### src/rtl/int_ctrl.sv
// int_ctrl: four-source prioritized interrupt controller.
// Sources are registered, edge-detected into pending bits, masked, and the
// lowest-numbered active request is presented to the control unit as a
// handler vector. One interrupt is serviced at a time (no nesting).
module int_ctrl (
   input  logic       clk,
   input  logic       reset,
   input  logic [3:0] irq_in,
   input  logic       mask_we,
   input  logic [3:0] mask_data,
   input  logic       int_ack,
   input  logic       int_done,
   output logic       interrupt,
   output logic [7:0] int_vector,
   output logic [3:0] in_service,
   output logic [7:0] irq_count
);

   typedef enum logic [1:0] {IDLE, REQ, SERVICE} state_t;

   state_t     state, state_nxt;
   logic [3:0] irq_r, irq_r2;
   logic [3:0] pending, mask;
   logic [3:0] irq_edge, eff_req, clr_mask;
   logic [1:0] gnt_id, id_q;
   logic       take_grant, do_ack, do_done;

   // Rising edge of the registered source; irq_r2 is only the edge-detect history.
   assign irq_edge = irq_r & ~irq_r2;
   assign eff_req  = pending & mask;
   // Clear only the latched source's pending bit, and only on acknowledge.
   assign clr_mask = do_ack ? (4'b0001 << id_q) : 4'b0000;

   // Fixed priority: lowest-numbered effective request wins.
   always_comb begin
      gnt_id = 2'd0;
      for (int i = 3; i >= 0; i--)
         if (eff_req[i]) gnt_id = 2'(i);
   end

   // State register.
   always_ff @(posedge clk) begin
      if (reset) state <= IDLE;
      else       state <= state_nxt;
   end

   // Next-state logic; stray ack/done outside their state are ignored, and
   // ack wins over a simultaneous done in REQ.
   always_comb begin
      state_nxt  = state;
      take_grant = 1'b0;
      do_ack     = 1'b0;
      do_done    = 1'b0;
      interrupt  = 1'b0;
      case (state)
         IDLE: begin
            if (|eff_req) begin
               state_nxt  = REQ;
               take_grant = 1'b1;
            end
         end
         REQ: begin
            interrupt = 1'b1;
            if (int_ack) begin
               state_nxt = SERVICE;
               do_ack    = 1'b1;
            end
         end
         SERVICE: begin
            if (int_done) begin
               state_nxt = IDLE;
               do_done   = 1'b1;
            end
         end
         default: state_nxt = IDLE;
      endcase
   end

   // Datapath: input sampling, pending/mask, latched grant, service id, counter.
   always_ff @(posedge clk) begin
      if (reset) begin
         irq_r      <= 4'h0;
         irq_r2     <= 4'h0;
         pending    <= 4'h0;
         mask       <= 4'hF;
         id_q       <= 2'd0;
         int_vector <= 8'h00;
         in_service <= 4'h0;
         irq_count  <= 8'h00;
      end else begin
         irq_r   <= irq_in;
         irq_r2  <= irq_r;
         // A new edge on the source being cleared keeps its bit set.
         pending <= (pending & ~clr_mask) | irq_edge;
         if (mask_we) mask <= mask_data;
         // Vector is frozen once latched so it stays stable through REQ.
         if (take_grant) begin
            id_q       <= gnt_id;
            int_vector <= 8'hF8 + {5'b00000, gnt_id, 1'b0};
         end
         if (do_ack) begin
            in_service <= 4'b0001 << id_q;
            if (irq_count != 8'hFF) irq_count <= irq_count + 8'd1;
         end
         if (do_done) in_service <= 4'h0;
      end
   end

endmodule

### config.mk
export PLATFORM = sky130hd
export DESIGN_NAME = int_ctrl
export DESIGN_NICKNAME = d
export VERILOG_FILES = /design/src/rtl/int_ctrl.sv
export SDC_FILE = /design/constraint.sdc
export NUM_CORES = 1
export LEC_CHECK = 0
export CAP_MARGIN = 30
export CORE_ASPECT_RATIO = 1.75
export CORE_UTILIZATION = 49
export CTS_BUF_LIST = sky130_fd_sc_hd__clkbuf_8
export DETAILED_ROUTE_END_ITERATION = 10
export GPL_TIMING_DRIVEN = 0
export PLACE_DENSITY_LB_ADDON = 0.2
export REMOVE_ABC_BUFFERS = 1
export SLEW_MARGIN = 20
export SYNTH_ARGS = -nofsm -noshare
export SYNTH_HDL_FRONTEND = slang
export SYNTH_SLANG_ARGS = --single-unit
### constraint.sdc
create_clock -name clk -period 1.6 [get_ports clk]
set_clock_uncertainty 0.05 [all_clocks]
set_input_delay 0.32 -clock clk [delete_from_list [all_inputs] [get_ports clk]]
set_output_delay 0.32 -clock clk [all_outputs]
set_load 0.005 [all_outputs]
# Word-level counts from Yosys, hierarchy flattened

Index checks and enable logic that the tools add are counted.

Logic and storage cells: 45
Bits of input ports: 13
Register bits after elaboration: 40
Output and inout port bits: 21

Reductions and logical operators: 5
Add/subtract/negate cells: 2
Shifts and indexed selects: 1
Mux-type cells: 16
Bitwise operators: 6
Eq/ne operators: 6

Operators with widths:

| cell                | count |
|---|---|
| $mux 2              | 7 |
| $and 4x4->4         | 3 |
| $add 8x1->8 const B | 1 |
| $ne 8x8->1 const B  | 1 |
| $not 4->4           | 2 |
| $mux 1              | 7 |
| $ne 2x2->1 const B  | 3 |
| $pmux 2 s3          | 1 |
| $add 4x4->5 const A | 1 |
| $mux 4              | 1 |
| $or 4x4->4          | 1 |
| $reduce_or 4->1     | 1 |
| $shl 1x2->4 const A | 1 |
| $reduce_and 3->1    | 1 |
| $eq 2x1->1 const B  | 1 |
| $eq 2x2->1 const B  | 1 |
| $logic_not 2->1     | 1 |
| $reduce_and 2->1    | 1 |
| $reduce_or 2->1     | 1 |

# Depth between registers and ports, before layout

Depth after elaboration: 6
Depth in mapped cells: 6
Gate-level depth less buffers: 5

# Least setup slack after synthesis

OpenSTA, ideal clock, no wires.

Kind: register to register
Start point: register irq_count[0]
End point: register irq_count[5]
Library setup time: 0.071 ns
Slack: 0.156 ns
Period minus slack after synthesis: 1.444 ns
Arrival time: 1.323 ns
Cell stages (with the launch flop): 6
Path buffers: 0
Data required time: 1.479 ns
Path through: dfxtp_1 > ha_1 > nand3_1 > o21ai_4 > or4_1 > a21oi_1

Word-level cells in the longest chain between the ends: 2
Elaborated cells on any way between the ends: 3
Classes of those cells: add/sub (1); eq/ne (1); reduce/logical (1)

RTL lines:

| element                                                             | line | RTL |
|---|---|---|
| start: declaration                                                  | 16   | `output logic [7:0] irq_count` |
| start signal: assignment                                            | 103  | `if (irq_count != 8'hFF) irq_count <= irq_count + 8'd1;` |
| parallel branches: the longest is 2 deep, another holds $add 8x1->8 | --   |  |

Parallel ways; which one is timed is not known.
A chain may end at the register's enable or synchronous reset.

# Final worst setup path

Start point: register irq_count[7]
End point: output irq_count[7]

No word-level cell between the ends.

==> flow_summary.json <==
{
  "firstDrtPassIters": 4,
  "final_util": 0.7113,
  "gp_congestion": 0.6832,
  "synth_warnings": 0,
  "p_leak_nw": 0.7011,
  "grt_util_met2": 0.3576,
  "critPathCaptureType": "primary output",
  "layout-drive-gt1-share": 0.1818,
  "cts.clk_slew.worst_paths_ns": 0.06,
  "cp.required_ns": 1.23,
  "start_util": 0.5273,
  "h-tree-depth": 2,
  "hold_depth": 2,
  "vdd_drop_max_mv": 0.8100,
  "fin_area_um2": 1794,
  "worstPathArrival_ns": 1.20,
  "area_growth_pct": 34.90,
  "critical_path_class": "flip-flop to primary output",
  "cp_top_family": "buffers and inverters",
  "ys_types": 35,
  "power_density_nw_per_um2": 1023,
  "cp-startpoint": "irq_count[7]$_SDFFE_PP0P_",
  "tritoncts": "yes",
  "holdWs_ns": 0.2461,
  "vias": 1114,
  "switchingPower_mw": 0.4313,
  "crit_path_max_incr_delay_ns": 0.52,
  "detail-route-antenna-nets": 0,
  "path_buf_inv": 1,
  "viasPerCell": 5.515,
  "drt_iter0_markers": 17,
  "clockBufferDepth": 2,
  "seqPwrFrac": 0.493,
  "grt_max_degree": 24,
  "rsz0062_at_grt": "no",
  "worstPathCellList": "clkdlybuf4s50_1",
  "syn_avg_cell_area_um2": 9.433,
  "fp-row-count": 24,
  "hp-class": "input pin to flip-flop",
  "path_max_fanout": 3,
  "grt_pass1_wl_mm": 4.077,
  "use_met3": 0.08464,
  "ys_ff_latch": 33,
  "dieArea_um2": 2935,
  "r2r-end": "irq_count[5]$_SDFFE_PP0P_",
  "worst_setup_path_start_kind": "flip-flop",
  "r2r-start": "state[0]$_SDFFE_PP0P_",
  "worstHoldEndpoint": "state[0]$_SDFFE_PP0P_",
  "core_um2": 2522,
  "total_power_mw": 1.835,
  "rrSetupSlack_ns": 0.06,
  "hold_start": "int_ack",
  "avgRoutedWirePerCell_um": 13.24,
  "clock_power_share": 0.372,
  "pin_count": 34,
  "n_fill_cell": 204,
  "wl_mm": 2.675,
  "clock.fmax_mhz": 636.5,
  "dpl.hpwl_mm": 1.902,
  "dieHeight_um": 70.92,
  "p_int_mw": 1.404,
  "drv_cap": 0,
  "clkLatencyLatePin_ns": 0.29,
  "top_usage_layer": "met2",
  "cts_made_buffers": 5,
  "min_period_ns": 1.571,
  "drv_slew": 0,
  "yosysSeqAreaShare": 0.4967,
  "met1_usage": 0.1898,
  "drc_errors": 0,
  "post-route-period-util": 0.9819,
  "die_width_um": 41.39,
  "grt_pass1_vias": 1013,
  "status": "complete, no violations",
  "clock-sinks": 33,
  "worstRegToRegCells": 5,
  "placed_cell_area_um2": 1623,
  "io_buffers": 32,
  "swShare": 0.2350,
  "syn_area_um2": 1330,
  "setup_viol": 0,
  "antenna_cells": 0,
  "cpMaxStageDelayCell": "clkdlybuf4s50_1",
  "track_usage": 0.2067,
  "cts_root_buf": "clkbuf_8",
  "netlist_instances": 141,
  "final-hold-violation-count": 0,
  "antenna_found_initial": 0,
  "grt_overflow": 0,
  "comb_power_share": 0.135,
  "finalNetCount": 189,
  "fin_setup_tns_ns": 0
}
==> cell type report <==
| cell class | count | area (um2) | area share |
|---|---|---|---|
| Sequential cell | 33 | 680.7 | 0.3794 |
| Multi-Input combinational cell | 99 | 621.8 | 0.3466 |
| Timing Repair Buffer | 36 | 357.8 | 0.1994 |
| Clock buffer | 7 | 96.34 | 0.05370 |
| Tap cell | 26 | 32.53 | 0.01813 |
| Clock inverter | 1 | 5.005 | 0.002789 |
==> layout by cell type (no fill, tap or decap), types with 2 or more instances in the layout <==
cell and n:
clkdlybuf4s50_1 29, dfxtp_1 21, nor2b_1 17, nor2_1 13, a21oi_1 12, nand2_1 10, dfxtp_2 10, clkbuf_8 7
nand3_1 4, a211o_1 4, nor3_1 4, o21ai_0 3, or4_1 3, buf_4 3, nand3b_1 2, nand2b_1 2
a22oi_1 2, o31ai_1 2, xor2_1 2, dlymetal6s2s_1 2, dfxtp_4 2
==> repair_timing <==
action,in CTS,in global routing
cloned,0,1
pin swaps,1,3
setup buffers,2,1
hold buffers,0,0
endpoints found under the setup margin,9,15
gates resized for setup,10,11
==> per-stage QoR <==
stage,cells,setup slack [ns]
after CTS,200,0.0006101
after global routing,202,0.0008409
after detailed placement,190,-0.4089
after floorplan,131,0.1126
final,202,0.02897
after global placement,189,-0.5713
==> cells by family (layout without fill, tap and decap cells) <==
kind of cell	after synthesis	count (layout)	synth area share
XOR/XNOR	3	3	0.01976
adder cells (fa/ha/maj)	1	1	0.009406
flip-flops	33	33	0.4967
other	1	1	0.002819
buffers and inverters	10	44	0.05362
multiplexers	1	1	0.007526
AO/OA/AOI/OAI	30	31	0.1552
AND/OR/NAND/NOR	62	62	0.2549
==> registers in the layout (all words and copies together) (netlist names) <==
name / cells
pending: 4
mask: 4
irq_r: 4
irq_count: 8
irq_r2: 4
state: 2
id_q: 1
in_service: 4
int_vector: 2
==> metal layers <==
layer  vias to the layer above  wire length [um]
met2                        24              1510
met4                         0                55
li1                        557                 -
met1                       528              1007
met3                         5               101
met5                         -                 0
==> Yosys cell counts (all sizes together) <==
cell type  number  area share
a2111oi         1      0.0066
a211o           4       0.026
a211oi          1      0.0056
a21oi          12       0.045
a22oi           2       0.011
a2bb2oi         1      0.0066
a32o            1      0.0075
and3            1      0.0047
and3b           1      0.0066
buf             7       0.045
clkbuf          3      0.0085
conb            1      0.0028
dfxtp          33        0.50
ha              1      0.0094
mux2i           1      0.0075
nand2          10       0.028
nand2b          2      0.0094
nand3           5       0.019
nand3b          2       0.011
nand4           1      0.0094
nor2           13       0.037
nor2b          17       0.080
nor3            4       0.015
nor4b           1      0.0066
o211ai          1      0.0056
o21ai           4       0.024
o21bai          1      0.0056
o31ai           2       0.011
or3             1      0.0047
or3b            1      0.0066
or4             3       0.017
xnor2           1      0.0066
xor2            2       0.013
==> worst max path at each step <==
stage	end	slack (ns)	cells after the start
3_5_place_dp	irq_count[5]$_SDFFE_PP0P_	-0.41	5
4_1_cts	irq_count[5]	0.0006	1
6_report	irq_count[7]	0.03	1
2_1_floorplan	irq_count[5]$_SDFFE_PP0P_	0.11	4
3_3_place_gp	irq_count[3]$_SDFFE_PP0P_	-0.57	3
5_1_grt	int_vector[5]	0.0008	1
==> power by group through the flow <==
stage | clock (mW) | sequential (mW) | combinational [mW]
final | 0.683 | 0.905 | 0.247
after CTS | 0.709 | 0.904 | 0.245
after floorplan | 0 | 0.923 | 0.0957
after detailed placement | 0 | 0.928 | 0.229
after global placement | 0 | 0.924 | 0.219
after global routing | 0.731 | 0.913 | 0.276
(Power assumes the default switching activity.)
